===== src/rtl/rggen_counter_threshold_monitor.sv =====
// rggen_counter_threshold_monitor
// Watches a counter bit field's live count and compares it with a
// software-programmable threshold. Each upward crossing sets a sticky,
// write-1-to-clear status. The interrupt output is that status gated by an
// enable. The block also tracks the peak count since the last peak clear.
//
// Optional feature: define RGGEN_COUNTER_MONITOR_HYSTERESIS_EN to re-arm only
// once the count drops below (threshold - HYSTERESIS), saturated at zero.
// Without it, the FSM re-arms as soon as the count drops below the threshold.
module rggen_counter_threshold_monitor #(
    parameter int               WIDTH             = 8,
    parameter logic [WIDTH-1:0] INITIAL_THRESHOLD = {WIDTH{1'b1}},
    parameter int               HYSTERESIS        = 0
) (
    input  logic             i_clk,
    input  logic             i_rst_n,
    input  logic [WIDTH-1:0] i_count,
    input  logic             i_sw_write_valid,
    input  logic [WIDTH-1:0] i_sw_mask,
    input  logic [WIDTH-1:0] i_sw_write_data,
    output logic [WIDTH-1:0] o_threshold,
    input  logic             i_status_clear,
    input  logic             i_irq_enable,
    output logic             o_status,
    output logic             o_irq,
    input  logic             i_peak_clear,
    output logic [WIDTH-1:0] o_peak,
    output logic             o_above
);

    typedef enum logic {
        ST_ARMED = 1'b0,
        ST_ABOVE = 1'b1
    } state_t;

    state_t           r_state;
    state_t           w_state_next;
    logic [WIDTH-1:0] r_threshold;
    logic [WIDTH-1:0] w_threshold_next;
    logic             r_status;
    logic             w_status_set;
    logic [WIDTH-1:0] r_peak;
    logic             w_hit;
    logic             w_hit_new;
    logic             w_rearm;

    // Masked software write: selected bits take the write data, the rest hold.
    assign w_threshold_next = (r_threshold & ~i_sw_mask) | (i_sw_write_data & i_sw_mask);

    // Live, unregistered comparison against the threshold in effect this cycle.
    assign w_hit     = (i_count >= r_threshold);
    // Comparison against the threshold that a write in this cycle installs.
    assign w_hit_new = (i_count >= w_threshold_next);

`ifdef RGGEN_COUNTER_MONITOR_HYSTERESIS_EN
    // Re-arm level: threshold minus the margin, clamped at zero.
    function automatic logic [WIDTH-1:0] sat_floor(input logic [WIDTH-1:0] thr);
        logic [WIDTH:0] diff;
        diff = {1'b0, thr} - (WIDTH+1)'(HYSTERESIS);
        return diff[WIDTH] ? '0 : diff[WIDTH-1:0];
    endfunction

    logic [WIDTH-1:0] w_floor;
    assign w_floor = sat_floor(r_threshold);
    // A zero floor cannot be undercut, so an empty count is the re-arm point.
    assign w_rearm = (w_floor == '0) ? (i_count == '0) : (i_count < w_floor);
`else
    logic w_unused_hysteresis;
    assign w_unused_hysteresis = (HYSTERESIS != 0);
    assign w_rearm = (i_count < r_threshold);
`endif

    // Threshold register with per-bit write enable.
    always_ff @(posedge i_clk or negedge i_rst_n) begin
        if (!i_rst_n) begin
            r_threshold <= INITIAL_THRESHOLD;
        end else if (i_sw_write_valid) begin
            r_threshold <= w_threshold_next;
        end
    end

    // FSM state register.
    always_ff @(posedge i_clk or negedge i_rst_n) begin
        if (!i_rst_n) begin
            r_state <= ST_ARMED;
        end else begin
            r_state <= w_state_next;
        end
    end

    // Next-state logic; a threshold write re-evaluates the state but never
    // raises status, so reprogramming cannot cause a spurious interrupt.
    always_comb begin
        w_state_next = r_state;
        w_status_set = 1'b0;
        if (i_sw_write_valid) begin
            w_state_next = w_hit_new ? ST_ABOVE : ST_ARMED;
        end else begin
            case (r_state)
                ST_ARMED: begin
                    if (w_hit) begin
                        w_state_next = ST_ABOVE;
                        w_status_set = 1'b1;
                    end
                end
                ST_ABOVE: begin
                    if (w_rearm) begin
                        w_state_next = ST_ARMED;
                    end
                end
                default: w_state_next = ST_ARMED;
            endcase
        end
    end

    // Sticky status; a crossing wins over a simultaneous clear.
    always_ff @(posedge i_clk or negedge i_rst_n) begin
        if (!i_rst_n) begin
            r_status <= 1'b0;
        end else if (w_status_set) begin
            r_status <= 1'b1;
        end else if (i_status_clear) begin
            r_status <= 1'b0;
        end
    end

    // Peak tracker; a clear restarts from the present count, which also
    // covers a new maximum arriving in the same cycle.
    always_ff @(posedge i_clk or negedge i_rst_n) begin
        if (!i_rst_n) begin
            r_peak <= '0;
        end else if (i_peak_clear) begin
            r_peak <= i_count;
        end else if (i_count > r_peak) begin
            r_peak <= i_count;
        end
    end

    assign o_threshold = r_threshold;
    assign o_status    = r_status;
    assign o_irq       = r_status & i_irq_enable;
    assign o_peak      = r_peak;
    assign o_above     = (r_state == ST_ABOVE);

endmodule


===== config.mk =====
export PLATFORM = sky130hd
export DESIGN_NAME = rggen_counter_threshold_monitor
export DESIGN_NICKNAME = d
export VERILOG_FILES = /design/src/rtl/rggen_counter_threshold_monitor.sv
export SDC_FILE = /design/constraint.sdc
export NUM_CORES = 1
export LEC_CHECK = 0
export CORE_ASPECT_RATIO = 0.75
export CORE_MARGIN = 10
export CORE_UTILIZATION = 48
export CTS_CLUSTER_DIAMETER = 50
export DETAILED_ROUTE_END_ITERATION = 10
export PLACE_DENSITY = 0.89
export SETUP_SLACK_MARGIN = 0.15
export SLEW_MARGIN = 20
export SYNTH_ARGS = -nofsm -noshare
export SYNTH_HDL_FRONTEND = slang
export SYNTH_SLANG_ARGS = --single-unit

===== constraint.sdc =====
create_clock -name i_clk -period 2.9 [get_ports i_clk]
set_input_delay 0.58 -clock i_clk [delete_from_list [all_inputs] [get_ports i_clk]]
set_output_delay 0.58 -clock i_clk [all_outputs]
set_load 0.05 [all_outputs]

* After elaboration in Yosys (flattened, before gate mapping) *
Cells that the tools add are included.

word-level totals
  bits in registers = 18
  input port bits = 30
  output and inout bits = 19
  logic and storage cells = 27

cells by class
  $lt $le $gt $ge = 4
  multiplexer cells = 11
  bitwise gates (word level) = 6
  reduce and logical (&&, ||, !) cells = 2

operators with widths
  kind               count
  $and 8x8->8        2
  $ge 8x8->1         2
  $mux 8             2
  $gt 8x8->1         1
  $lt 8x8->1         1
  $mux 1             8
  $not 8->8          1
  $or 8x8->8         1
  $reduce_bool 2->1  2
  $pmux 1 s2         1
  $and 1x1->1        1
  $not 1->1          1

* Depth between registers and ports, before layout *
Gate-level depths: netlist of run 1.

  depth after elaboration = 6
  mapped depth = 7
  mapped depth without buffers = 7

* Least setup slack after synthesis of run 1 *
OpenSTA, ideal clock, no wires.

  path type = reg2reg
  from = register r_peak[2] (netlist: o_peak[2])
  to = register r_peak[0] (netlist: o_peak[0])
  setup time = 125 ps
  data arrival time = 2234 ps
  required time = 2775 ps
  slack = 541 ps
  cell stages (with the launch flop) = 7
  path buffers = 0
  period minus slack after synthesis = 2359 ps
  path through = dfrtp_1 -> inv_1 -> ha_1 -> nand4_2 -> o31a_1 -> a311oi_4 -> mux2_2

on the way
  cells in the longest elaborated chain, start to end = 2

ends and longest elaborated chain
  element                      RTL line  RTL
  from (decl)                  42        logic [WIDTH-1:0] r_peak;
  from (signal assigned)       133       r_peak <= i_count;
  from (signal assigned)       135       r_peak <= i_count;
  $gt 8x8->1                   134       end else if (i_count > r_peak) begin
  $reduce_bool 2->1 (no line)  -

Every way passes these cells.
A chain may end at the register's enable or synchronous reset.

* Worst setup path after layout of run 1 *
  from = input port i_count[0]
  to = register r_peak[6] (netlist: o_peak[6])

on the way
  cells in the longest elaborated chain, start to end = 2

ends and longest elaborated chain
  element                      RTL line  RTL
  from (decl)                  17        input logic [WIDTH-1:0] i_count,
  $gt 8x8->1                   134
  $reduce_bool 2->1 (no line)  -

Every way passes these cells.

==> impl_metrics.csv, run 1 <==
group,metric,value,unit
yosys,synth_edf_count,0,
clock_network,htree_levels,1,
routing,wl_met3,357,microns
layout,nNetsFinal,241,
global_routing,grt_pass1_vias,1281,
critical_path,rrSetupSlack,0.70,ns
sta,clock.fmax,377,MHz
critical_path,cp_max_fo,8,
global_routing,grt_first_pass_wirelength,5.92,mm
yosys,netlist_area,1330,sq um
sta,finClkSkew,0.000613,ns
power_and_ir_drop,vdd_ir_drop_max,0.456,mV
floorplanning,die_area,5290,sq um
yosys,synth-compound-area-share,0.151,
routing,ant_nets,0,
floorplanning,dieWidth,80.8,microns
power_and_ir_drop,p_per_area,545,nW/um^2
yosys,ys.flop_type,"dfrtp_1",
layout,drive_gt1_frac,0.167,
min_path,hp-class,"reg -> reg",
routing,drt_iter0_markers,25,
clock_network,clock_sinks,18,
routing,vias,1170,
yosys,yosys.area_share.simple,0.0885,
global_routing,grt_antenna_before_repair,0,
power_and_ir_drop,p_leak,0.911,nW
clock_network,clk_latency,0.25,ns
layout,final_common_cell,"clkdlybuf4s50_1",
yosys,synth_area_per_cell,10.2,sq um
critical_path,worst-setup-path-type,"in -> reg",
routing,viasPerCell,5.27,
critical_path,ff2ff_path_depth,6,
global_routing,grt-ovfl-total,0,
layout,antennaDiodeCount,0,
sta,tns,0,ns
sta,fin_crit_sh,0.916,
yosys,synthMuxAreaShare,0.137,
yosys,yosysUniqueCellTypes,28,
sta,hold_viol,0,
critical_path,max_stage_delay,0.49,ns
yosys,synth-xor-area-share,0,
min_path,hp-start,"o_above",
layout,final_core_util,0.741,
place,hpwl,3.15,mm
clock_network,cts_tree,"done",
yosys,ys_seq_area_frac,0.347,
status,status,"completed",
layout,stdcell_area,1940,sq um
routing,routedWlPerCell,16.9,microns
critical_path,cp_data_required_time,3.04,ns
critical_path,crit_arrival,2.80,ns
sta,hold_slack,0.521,ns
floorplanning,io_pins,49,
floorplanning,die_h,65.6,microns
floorplanning,rows,16,
layout,layout_common_cells,"clkdlybuf4s50_1 (47), ha_1 (24), inv_1 (16), a21oi_1 (16)",
routing,wl_met2,1.79,mm
clock_network,cts_made_buffers,3,
clock_network,cts_root_buf,"clkbuf_8",
routing,dr.max_layer_used,"met4",
job,maxCapViolations,0,
min_path,whs_path_depth,1,
place,io_buffers,48,
critical_path,path_cells,"clkdlybuf4s50_1 -> inv_1 -> ha_1 -> nand4_2 -> o31a_1 -> a311oi_4 -> mux2_2",
layout,syn2layout_area_growth,46.3,%
yosys,synth_async_sr_flop_share,1.00,
sta,slew_headroom,0.441,
yosys,synth_top_family_by_area,"adder cells",
yosys,synth-seq-cells,18,
global_routing,grt_max_degree,20,
sta,post-route-min-period,2.65,ns
yosys,syn_nets,184,
place,placed_area,1890,sq um
critical_path,start_kind,"input pin",
clock_network,post_cts_buffers,0,
sta,rsz0062_at_grt,"false",
yosys,syn_inst,130,
routing,wl_met1,1.56,mm
place,placedCellCount,218,
floorplanning,start_util,0.507,
sta,slew_violations,0,
clock_network,path_clk_slew,0.07,ns
clock_network,cts_resized,0,
yosys,synthAdderAreaFrac,0.226,
routing,drt-total-wl,3.75,mm
floorplanning,core_area,2620,sq um
sta,worst_slew_pin_slew,0.836,ns
yosys,ys_warn_count,0,
clock_network,clk_path_buf_depth,2,
routing,drc,0,
critical_path,slowest_stage,"clkdlybuf4s50_1",
critical_path,r2r_end,"o_peak[6]",
clock_network,hold_buffers,0,
layout,instances_no_fill,222,
critical_path,endpoint_kind,"flip-flop",
routing,first_pass_iters,4,
sta,setup_viol,0,
critical_path,r2r_start,"o_peak[3]",
place,place_congestion,0.874,
global_routing,grt.total_usage,0.140,
min_path,min_to,"o_status",
[routing by layer]
metal  global-route usage  vias to the layer above
met2                0.242                       38
met1                0.150                      546
li1                     -                      580
met5                    0                        -
met3               0.0693                        6
met4               0.0345                        0
[metrics by stage]
stage / power, mW / setup slack (ns)
after floorplan: 0.661 / 0.541
after global placement: 0.830 / 0.0478
after detailed placement: 0.857 / -0.0451
after CTS: 1.07 / 0.220
after global routing: 1.12 / 0.164
final: 1.06 / 0.245
[flip-flops by register name (all words and copies together), names as in the netlist]
register	flops
o_above	1
o_status	1
o_peak	8
o_threshold	8
[power breakdown]
group	internal [mW]	switching, mW
Clock	0.121	0.0869
Sequential	0.303	0.0370
Combinational	0.211	0.301
[cells in the mapped netlist, types with 2 or more instances]
cell type  instances  area [sq um]
inv_1             16          60.1
dfrtp_1           10           250
dfstp_2            8           210
ha_1              24           300
a21oi_1           16          80.1
nand2b_1           3          18.8
mux2i_1            7          70.1
nand2_1            5          18.8
mux2_2            10           113
nor2_1            10          37.5
o21ai_0            3          15.0
nand4_1            2          12.5
[cells by family (layout without fill, tap and decap cells)]
family,after synthesis,after routing
compound gates,29,29
fa+ha+maj,24,24
simple gates,24,24
flops,18,18
buf+inv,18,74
mux,17,17
[worst max-delay path, delay by kind of cell]
family | cells | cell delay, ns
adder cells (fa/ha/maj) | 1 | 0.30
buffers and inverters | 2 | 0.59
AO/OA/AOI/OAI | 2 | 0.77
multiplexers | 1 | 0.40
AND/OR/NAND/NOR | 1 | 0.15
[worst max path at each step]
stage	start	endpoint	cells after the start
floorplan	o_peak[2]	o_peak[0]	6
global placement	i_count[0]	o_peak[6]	7
detailed placement	i_count[0]	o_peak[4]	7
CTS	i_count[0]	o_peak[1]	7
global route	i_count[0]	o_peak[6]	7
finish	i_count[0]	o_peak[6]	7
[cell type report]
type	count	area, sq um
multi-input cells	94	801
fillers	180	678
repair buffers	54	523
flip-flops and latches	18	460
inverters	16	60.1
clock buffers	4	55.1
well taps	36	45.0
No activity file was read; power rests on OpenSTA's default activity.
==> run 2: changes to the inputs <==
CORE_MARGIN = not set   (was 10)
==> run 2 against run 1 <==
Against the previous run: fmax rose by 0.72%; final cell count did not move; setup slack improved by 0.019 ns; non-clock buffer count did not move; global-route usage rose by 9.6 points; die area fell by 44%; register-to-register slack barely moved; sequential power barely moved; sequential share of layout area barely moved; clock skew rose by 0.0036 ns.
==> impl_metrics.csv, run 2 (synthesis results as in run 1) <==
group,metric,value,unit
status,status,"completed",
layout,drive_gt1_frac,0.161,
routing,first_pass_iters,4,
critical_path,start_kind,"input pin",
layout,final_core_util,0.742,
sta,worst_slew_pin_slew,0.818,ns
routing,routedWlPerCell,14.8,microns
layout,instances_no_fill,222,
global_routing,grt-ovfl-total,0,
layout,nNetsFinal,241,
critical_path,cp_max_fo,8,
clock_network,clk_latency,0.26,ns
power_and_ir_drop,p_per_area,543,nW/um^2
routing,vias,1188,
job,maxCapViolations,0,
global_routing,grt_util_met2,0.446,
global_routing,grt_pass1_vias,1147,
power_and_ir_drop,vdd_ir_drop_max,0.433,mV
power_and_ir_drop,p_leak,0.909,nW
routing,drt-total-wl,3.28,mm
sta,tns,0,ns
global_routing,top_usage_layer,"met2",
global_routing,grtUsageMet3,0.0690,
critical_path,worst-setup-path-type,"in -> reg",
clock_network,cts_made_buffers,3,
sta,hold_slack,0.520,ns
sta,fin_crit_sh,0.909,
min_path,hp-class,"reg -> reg",
global_routing,grt.total_usage,0.236,
floorplanning,start_util,0.507,
sta,setup_viol,0,
clock_network,hold_buffers,0,
global_routing,grt_max_degree,20,
critical_path,cp_data_required_time,3.04,ns
min_path,hp-start,"o_threshold[3]",
layout,seqCellArea,460,sq um
layout,antennaDiodeCount,0,
clock_network,clock_sinks,18,
routing,ant_nets,0,
sta,rsz0062_at_grt,"false",
place,place_congestion,0.804,
floorplanning,die_area,2980,sq um
routing,drt_iter0_markers,36,
floorplanning,die_h,47.6,microns
routing,viasPerCell,5.35,
layout,multiInputGateArea,801,sq um
clock_network,cts_tree,"done",
clock_network,clk_path_buf_depth,2,
clock_network,cts_resized,0,
sta,hold_viol,0,
place,io_buffers,48,
layout,final_common_cell,"clkdlybuf4s50_1",
global_routing,grtUsageMet1,0.271,
clock_network,post_cts_buffers,0,
global_routing,grt_first_pass_wirelength,5.24,mm
sta,clock.fmax,379,MHz
floorplanning,rows,16,
layout,layout_common_cells,"clkdlybuf4s50_1 (48), ha_1 (24), inv_1 (16), a21oi_1 (16)",
sta,finClkSkew,0.00422,ns
place,dp_slack,0.00845,ns
critical_path,crit_arrival,2.78,ns
sta,slew_violations,0,
sta,final.setup.worst_slack,0.264,ns
clock_network,cts_root_buf,"clkbuf_8",
layout,nFillCells,191,
clock_network,htree_levels,1,
floorplanning,io_pins,49,
floorplanning,core_area,2620,sq um
sta,post-route-min-period,2.64,ns
floorplanning,dieWidth,62.8,microns
clock_network,path_clk_slew,0.07,ns
place,placedCellCount,218,
place,hpwl,2.60,mm
critical_path,crit_start,"i_count[1]",
global_routing,grt_antenna_before_repair,0,
routing,drc,0,
sta,slew_headroom,0.453,
critical_path,r2r_start,"o_peak[3]",
layout,syn2layout_area_growth,46.5,%
critical_path,endpoint_kind,"flip-flop",
[run 2: worst paths after layout]
path	to	slack [ns]	depth (start not counted)
max	o_peak[3]	0.26	6
min	o_threshold[3]	0.52	2
max reg2reg	o_peak[3]	0.69	6
min reg2reg	o_threshold[3]	0.52	2
max in group asynchronous	o_peak[3]	1.60	1
min in group asynchronous	o_status	0.79	1
[run 2: power breakdown]
group	internal, mW	switching [mW]	total (mW)
logic	0.210	0.298	0.508
registers	0.303	0.0370	0.340
clock network	0.121	0.0884	0.209
[run 2: layout make-up]
| cell class | instances | share of cell area |
|---|---|---|
| multi-input combinational | 94 | 0.411 |
| timing repair buffer | 54 | 0.270 |
| sequential | 18 | 0.237 |
| inverter | 16 | 0.0308 |
| tap | 36 | 0.0231 |
| clock buffer | 4 | 0.0283 |
[run 2: critical path, stage by stage]
cell and delay, ns:
clkdlybuf4s50_1 0.49, ha_1 0.35, nand4_2 0.15, o31a_1 0.31, a311oi_4 0.50, mux2_2 0.40
[run 2: per-stage QoR]
step | total power [mW] | area, sq um
final | 1.06 | 1950
after global placement | 0.826 | 1890
after floorplan | 0.661 | 1330
after global routing | 1.12 | 1950
after CTS | 1.06 | 1950
after detailed placement | 0.848 | 1890
[run 2: per-layer routing]
metal,up-vias,share of wire
li1,580,-
met1,548,0.43
met2,53,0.49
met3,7,0.064
met4,0,0.019
met5,-,0
